$ cat src/rtl/dmem_arbiter_pkg.sv
// rtl/dmem_arbiter_pkg.sv - shared constants and state encoding for the data memory arbiter
// Contents:
//   WORD        data/address width of the datapath
//   DMEM_DEPTH  number of doubleword entries in the data memory
//   dma_state_t arbiter sequencer states
package dmem_arbiter_pkg;

  localparam int WORD       = 64;
  localparam int DMEM_DEPTH = 64;

  typedef enum logic [1:0] {
    DMA_IDLE  = 2'd0,
    DMA_ISSUE = 2'd1,
    DMA_RESP  = 2'd2
  } dma_state_t;

endpackage

$ cat src/rtl/dmem_arbiter_rr_arbiter2.sv
// rtl/dmem_arbiter_rr_arbiter2.sv - combinational two-input round-robin pick
// Ports:
//   req        in  2  pending requests, bit n = requester n
//   last_grant in  1  index of the requester served most recently
//   grant      out 2  one-hot grant, all zero when no request is pending
module rr_arbiter2
  import dmem_arbiter_pkg::*;
(
  input  logic [1:0] req,
  input  logic       last_grant,
  output logic [1:0] grant
);

  always_comb begin
    grant = 2'b00;
    case (req)
      2'b01:   grant = 2'b01;
      2'b10:   grant = 2'b10;
      // On a tie the requester that was not served last wins.
      2'b11:   grant = last_grant ? 2'b01 : 2'b10;
      default: grant = 2'b00;
    endcase
  end

endmodule

$ cat src/rtl/dmem_arbiter.sv
// rtl/dmem_arbiter.sv - two-port arbiter/sequencer in front of the single-ported data memory
// Ports:
//   clk, reset                      clock, synchronous active-high reset
//   rN_req/we/addr/wdata            requester N access request (held until ack)
//   rN_ack/err/rdata                requester N one-cycle completion, error flag, load data
//   mem_address/write_data          address and store data to the memory
//   mem_read/mem_write              memory strobes, asserted only in ISSUE
//   mem_read_data                   registered memory output, valid one cycle after mem_read
//   busy                            high whenever the sequencer is not idle
module dmem_arbiter
  import dmem_arbiter_pkg::*;
#(
  parameter int WIDTH = WORD,
  parameter int DEPTH = DMEM_DEPTH
) (
  input  logic             clk,
  input  logic             reset,
  input  logic             r0_req,
  input  logic             r0_we,
  input  logic [WIDTH-1:0] r0_addr,
  input  logic [WIDTH-1:0] r0_wdata,
  output logic             r0_ack,
  output logic             r0_err,
  output logic [WIDTH-1:0] r0_rdata,
  input  logic             r1_req,
  input  logic             r1_we,
  input  logic [WIDTH-1:0] r1_addr,
  input  logic [WIDTH-1:0] r1_wdata,
  output logic             r1_ack,
  output logic             r1_err,
  output logic [WIDTH-1:0] r1_rdata,
  output logic [WIDTH-1:0] mem_address,
  output logic [WIDTH-1:0] mem_write_data,
  output logic             mem_read,
  output logic             mem_write,
  input  logic [WIDTH-1:0] mem_read_data,
  output logic             busy
);

  localparam logic [WIDTH-1:0] ADDR_LIMIT = WIDTH'(DEPTH * 8);

  dma_state_t       state, state_next;
  logic             last_grant;
  logic             gnt_id;
  logic             we_q;
  logic             err_q;
  logic [WIDTH-1:0] addr_q;
  logic [WIDTH-1:0] wdata_q;

  logic [1:0]       grant;
  logic             sel;
  logic             sel_we;
  logic [WIDTH-1:0] sel_addr;
  logic [WIDTH-1:0] sel_wdata;
  logic             sel_bad;

  rr_arbiter2 u_rr (
    .req        ({r1_req, r0_req}),
    .last_grant (last_grant),
    .grant      (grant)
  );

  // Mux the winning requester's fields and check them before anything is issued.
  always_comb begin
    sel       = grant[1];
    sel_we    = sel ? r1_we    : r0_we;
    sel_addr  = sel ? r1_addr  : r0_addr;
    sel_wdata = sel ? r1_wdata : r0_wdata;
    sel_bad   = (sel_addr[2:0] != 3'd0) || (sel_addr >= ADDR_LIMIT);
  end

  // State register plus the request latched at grant time.
  always_ff @(posedge clk) begin
    if (reset) begin
      state      <= DMA_IDLE;
      last_grant <= 1'b1;
      gnt_id     <= 1'b0;
      we_q       <= 1'b0;
      err_q      <= 1'b0;
      addr_q     <= '0;
      wdata_q    <= '0;
    end else begin
      state <= state_next;
      if (state == DMA_IDLE && grant != 2'b00) begin
        last_grant <= sel;
        gnt_id     <= sel;
        we_q       <= sel_we;
        err_q      <= sel_bad;
        // A rejected request leaves the memory-facing address/data untouched.
        if (!sel_bad) begin
          addr_q  <= sel_addr;
          wdata_q <= sel_wdata;
        end
      end
    end
  end

  always_comb begin
    state_next = state;
    case (state)
      DMA_IDLE: begin
        if (grant != 2'b00) state_next = sel_bad ? DMA_RESP : DMA_ISSUE;
      end
      DMA_ISSUE: state_next = DMA_RESP;
      DMA_RESP:  state_next = DMA_IDLE;
      default:   state_next = DMA_IDLE;
    endcase
  end

  // Strobes and responses are gated by reset so an in-flight access is dropped at once.
  always_comb begin
    mem_address    = addr_q;
    mem_write_data = wdata_q;
    mem_read       = 1'b0;
    mem_write      = 1'b0;
    r0_ack         = 1'b0;
    r0_err         = 1'b0;
    r0_rdata       = '0;
    r1_ack         = 1'b0;
    r1_err         = 1'b0;
    r1_rdata       = '0;
    busy           = (state != DMA_IDLE);
    case (state)
      DMA_ISSUE: begin
        mem_read  = !we_q && !reset;
        mem_write = we_q && !reset;
      end
      DMA_RESP: begin
        if (!reset) begin
          if (gnt_id) begin
            r1_ack   = 1'b1;
            r1_err   = err_q;
            r1_rdata = (!err_q && !we_q) ? mem_read_data : '0;
          end else begin
            r0_ack   = 1'b1;
            r0_err   = err_q;
            r0_rdata = (!err_q && !we_q) ? mem_read_data : '0;
          end
        end
      end
      default: ;
    endcase
  end

endmodule

$ cat config.mk
export PLATFORM = sky130hd
export DESIGN_NAME = dmem_arbiter
export DESIGN_NICKNAME = d
export VERILOG_FILES = /design/src/rtl/dmem_arbiter_pkg.sv /design/src/rtl/dmem_arbiter_rr_arbiter2.sv /design/src/rtl/dmem_arbiter.sv
export SDC_FILE = /design/constraint.sdc
export NUM_CORES = 1
export LEC_CHECK = 0
export ABC_AREA = 1
export CAP_MARGIN = 30
export CELL_PAD_IN_SITES_DETAIL_PLACEMENT = 0
export CELL_PAD_IN_SITES_GLOBAL_PLACEMENT = 1
export CORE_AREA = 8 8 223 225
export DETAILED_ROUTE_END_ITERATION = 10
export DIE_AREA = 0 0 231 233
export PLACE_DENSITY_LB_ADDON = 0.2
export RECOVER_POWER = 50
export REMOVE_ABC_BUFFERS = 1
export SKIP_CTS_REPAIR_TIMING = 1
export SYNTH_ARGS = -nofsm -noshare
export SYNTH_HDL_FRONTEND = slang
export SYNTH_SLANG_ARGS = --single-unit
$ cat constraint.sdc
create_clock -name clk -period 3.3 [get_ports clk]
set_clock_uncertainty 0.1 [all_clocks]
set_input_delay 0.66 -clock clk [delete_from_list [all_inputs] [get_ports clk]]
set_output_delay 0.66 -clock clk [all_outputs]
set_load 0.01 [all_outputs]
==> results.cfg, run 1 <==
[run_status]
status = complete, but fails checks
violations = capacitance limit, slew limit

[sta]
slew_headroom = -0.0645
setup_ws_ns = 0.0904
slew_violations = 73
clock.fmax_mhz = 312
setup_violations = 0
hold_violations = 0
rsz0062_at_grt = false
period_share = 0.973
tightest_slew_ns = 1.60
setup_tns_ns = 0
period_needed_ns = 3.21

[layout]
final_core_util = 0.325
fill_cells = 5134
drive_gt1_frac = 0.0430
syn2layout_area_growth_pct = 91.0
layout.nets = 2219
stdcell_area_um2 = 15000

[worst_setup_path]
r2r_slack_ns = 0.60
rr_worst_depth = 8
crit_path_end = r1_rdata[58]
startpoint = reset
required_ns = 2.54
crit_buf_inv = 6
cp-end-kind = primary output
cp_slowest_cell = clkdlybuf4s50_1
path_class = in2out
cp_max_fo = 23
startpoint_type = input port
path_cells = clkdlybuf4s50_1 -> buf_4 -> inv_4 -> nand3_2 -> buf_12 -> buf_12 -> nor2_1 -> clkdlybuf4s50_1
critPathMaxStageDelay_ns = 0.59
crit_cells = 8
cp.arrival_ns = 2.45
reg2reg_to = mem_write_data[21]
r2r_start = last_grant
path_delay_family = buffers and inverters

[detailed_routing]
drtIter0Drc = 363
avgViaCountPerCell = 4.01
detail_route.wl_per_cell_um = 17.0
wirelength_mm = 42.8
drc = 0
vias = 10094
ant_nets = 0
firstDrtPassIters = 6

[grt]
grt_pass1_vias = 10116
grt_max_degree = 77
grt_overflow_total = 0
grtUsageTotal = 0.152
antenna_found_initial = 2
grt_pass1_wl_mm = 63.3

[clock_tree]
cts.sinks = 134
clk_pin_slew_ns = 0.06
cts_root_buf = clkbuf_16
cts_tree = done
clock_path_buffers = 2
clock_latency_ns = 0.44
cts_inserted_buffers = 17
htreeDepth = 4

[floorplanning]
io_pins = 589
fp-row-count = 79
die_w_um = 231
die_h_um = 233
dieArea_um2 = 53800
coreArea_um2 = 46100
initial_utilization = 0.170

[synthesis]
synth_ff_type = dfxtp_1
synth_top_area_share = 0.342
yosys.area.top_type = dfxtp_1
avgSynthCellArea_um2 = 5.81
syn_area_um2 = 7840
yosys_warnings = 0
yosys-top-cells-count = nand2_1 (526), nor2_1 (234), dfxtp_1 (134)
yosysMostFrequentCell = nand2_1
synthTopCellsByArea = dfxtp_1 (34%), nand2_1 (25%), nor2_1 (11%)
synth-seq-cells = 134
synth_cell_types = 21
async_flop_share = 0
synth_edf_count = 0
ys_seq_area_frac = 0.342
synth_cells = 1349

[pwr]
p_switching_mw = 1.36
intPower_mw = 3.24
p_seq_frac = 0.354
p_per_area_nw_per_um2 = 308
comb_power_share = 0.231
p_clk_frac = 0.416
total_power_mw = 4.60
ir_drop_uv = 229
swShare = 0.296
leakage_nw = 6.99

[placement]
gp_routability_congestion = 0.837
portBuffers = 588
dpl_cell_area_um2 = 14500
dp_hpwl_mm = 34.3
pre_cts_ws_ns = -0.0299

[worst_hold_path]
holdPathStages = 2
hp-class = reg2reg

[job]
drv_cap = 1
power by group through the flow:
stage	combinational [mW]	clock [mW]	sequential, mW
after floorplan	0.420	0	1.66
after global placement	1.08	0	1.66
after detailed placement	1.08	0	1.66
after CTS	1.08	2.00	1.63
after global routing	1.17	2.07	1.63
final	1.06	1.91	1.63
cell families after synthesis:
kind of cell / count (synthesis) / synth area share
simple gates: 967 / 0.519
buf+inv: 236 / 0.131
flops: 134 / 0.342
compound gates: 12 / 0.00782
metrics by stage:
stage | std cells | hold WS, ns
6_report | 2515 | 0.319
5_1_grt | 2515 | 0.341
4_1_cts | 2513 | 0.326
3_5_place_dp | 2481 | 0.316
3_3_place_gp | 2481 | 0.314
2_1_floorplan | 1250 | 0.329
worst register-to-register path: cells and delay by family, from the launching register on:
kind,cells,cell delay [ns]
buf+inv,2,1.22
simple gates,6,0.98
flops,1,0.33
worst min-delay path by stage:
stage / from / end / slack (ns)
2_1_floorplan: last_grant / last_grant / 0.33
3_3_place_gp: mem_address[55] / mem_address[55] / 0.31
3_5_place_dp: mem_address[55] / mem_address[55] / 0.32
4_1_cts: mem_address[55] / mem_address[55] / 0.33
5_1_grt: mem_address[36] / mem_address[36] / 0.34
6_report: mem_address[55] / mem_address[55] / 0.32
routing by layer:
metal,GRT usage,up-vias,part of all wire
met2,0.276,336,0.51
met3,0.0520,30,0.075
met5,0,-,0
li1,-,5243,-
met4,0.0325,0,0.013
met1,0.169,4485,0.40
flip-flops by register name, summed over array words and instances, names as in the netlist:
signal / flops
mem_write_data: 64
mem_address: 64
we_q: 1
state: 2
last_grant: 1
gnt_id: 1
err_q: 1
cell usage in the layout (no fill, tap or decap):
master / synthesis / layout
a21oi_1: 1 / 1
a31oi_1: 1 / 1
buf_12: 0 / 12
buf_2: 12 / 2
buf_4: 1 / 20
buf_6: 16 / 2
bufinv_16: 0 / 1
clkbuf_1: 63 / 9
clkbuf_16: 0 / 17
clkbuf_2: 0 / 1
clkdlybuf4s50_1: 0 / 438
clkinv_2: 0 / 2
clkinv_8: 0 / 1
clkinvlp_4: 0 / 2
dfxtp_1: 134 / 134
diode_2: 0 / 2
dlygate4sd3_1: 0 / 140
inv_1: 132 / 132
inv_2: 5 / 4
inv_4: 0 / 1
inv_6: 0 / 5
inv_8: 0 / 4
nand2_1: 526 / 525
nand2_2: 1 / 1
nand2_4: 0 / 1
nand3_1: 101 / 100
nand3_2: 1 / 1
nand3_4: 0 / 1
nand3b_1: 32 / 32
nand4_1: 70 / 70
nor2_1: 234 / 232
nor2_4: 1 / 3
nor3_2: 0 / 1
o21ai_0: 3 / 3
o21ai_1: 7 / 7
area by class of cell:
type	count	area (um2)	area share
timing repair buffer	624	6250	0.417
multi-input combinational	979	4170	0.279
sequential	134	2680	0.179
tap	607	759	0.0507
inverter	137	517	0.0345
clock buffer	17	425	0.0284
clock inverter	15	160	0.0107
antenna	2	5.00	0.000334
No activity file was read; power rests on OpenSTA's default activity.
==> run 2: changes to the inputs <==
--- a/config.mk
+++ b/config.mk
@@ -10,6 +10,7 @@
 export CELL_PAD_IN_SITES_DETAIL_PLACEMENT = 0
 export CELL_PAD_IN_SITES_GLOBAL_PLACEMENT = 1
 export CORE_AREA = 8 8 223 225
+export CTS_CLUSTER_SIZE = 16
 export DETAILED_ROUTE_END_ITERATION = 10
 export DIE_AREA = 0 0 231 233
 export PLACE_DENSITY_LB_ADDON = 0.2
==> results of run 2 <==
Same layout as run 1: the final DEF is identical, and so are final timing and power.
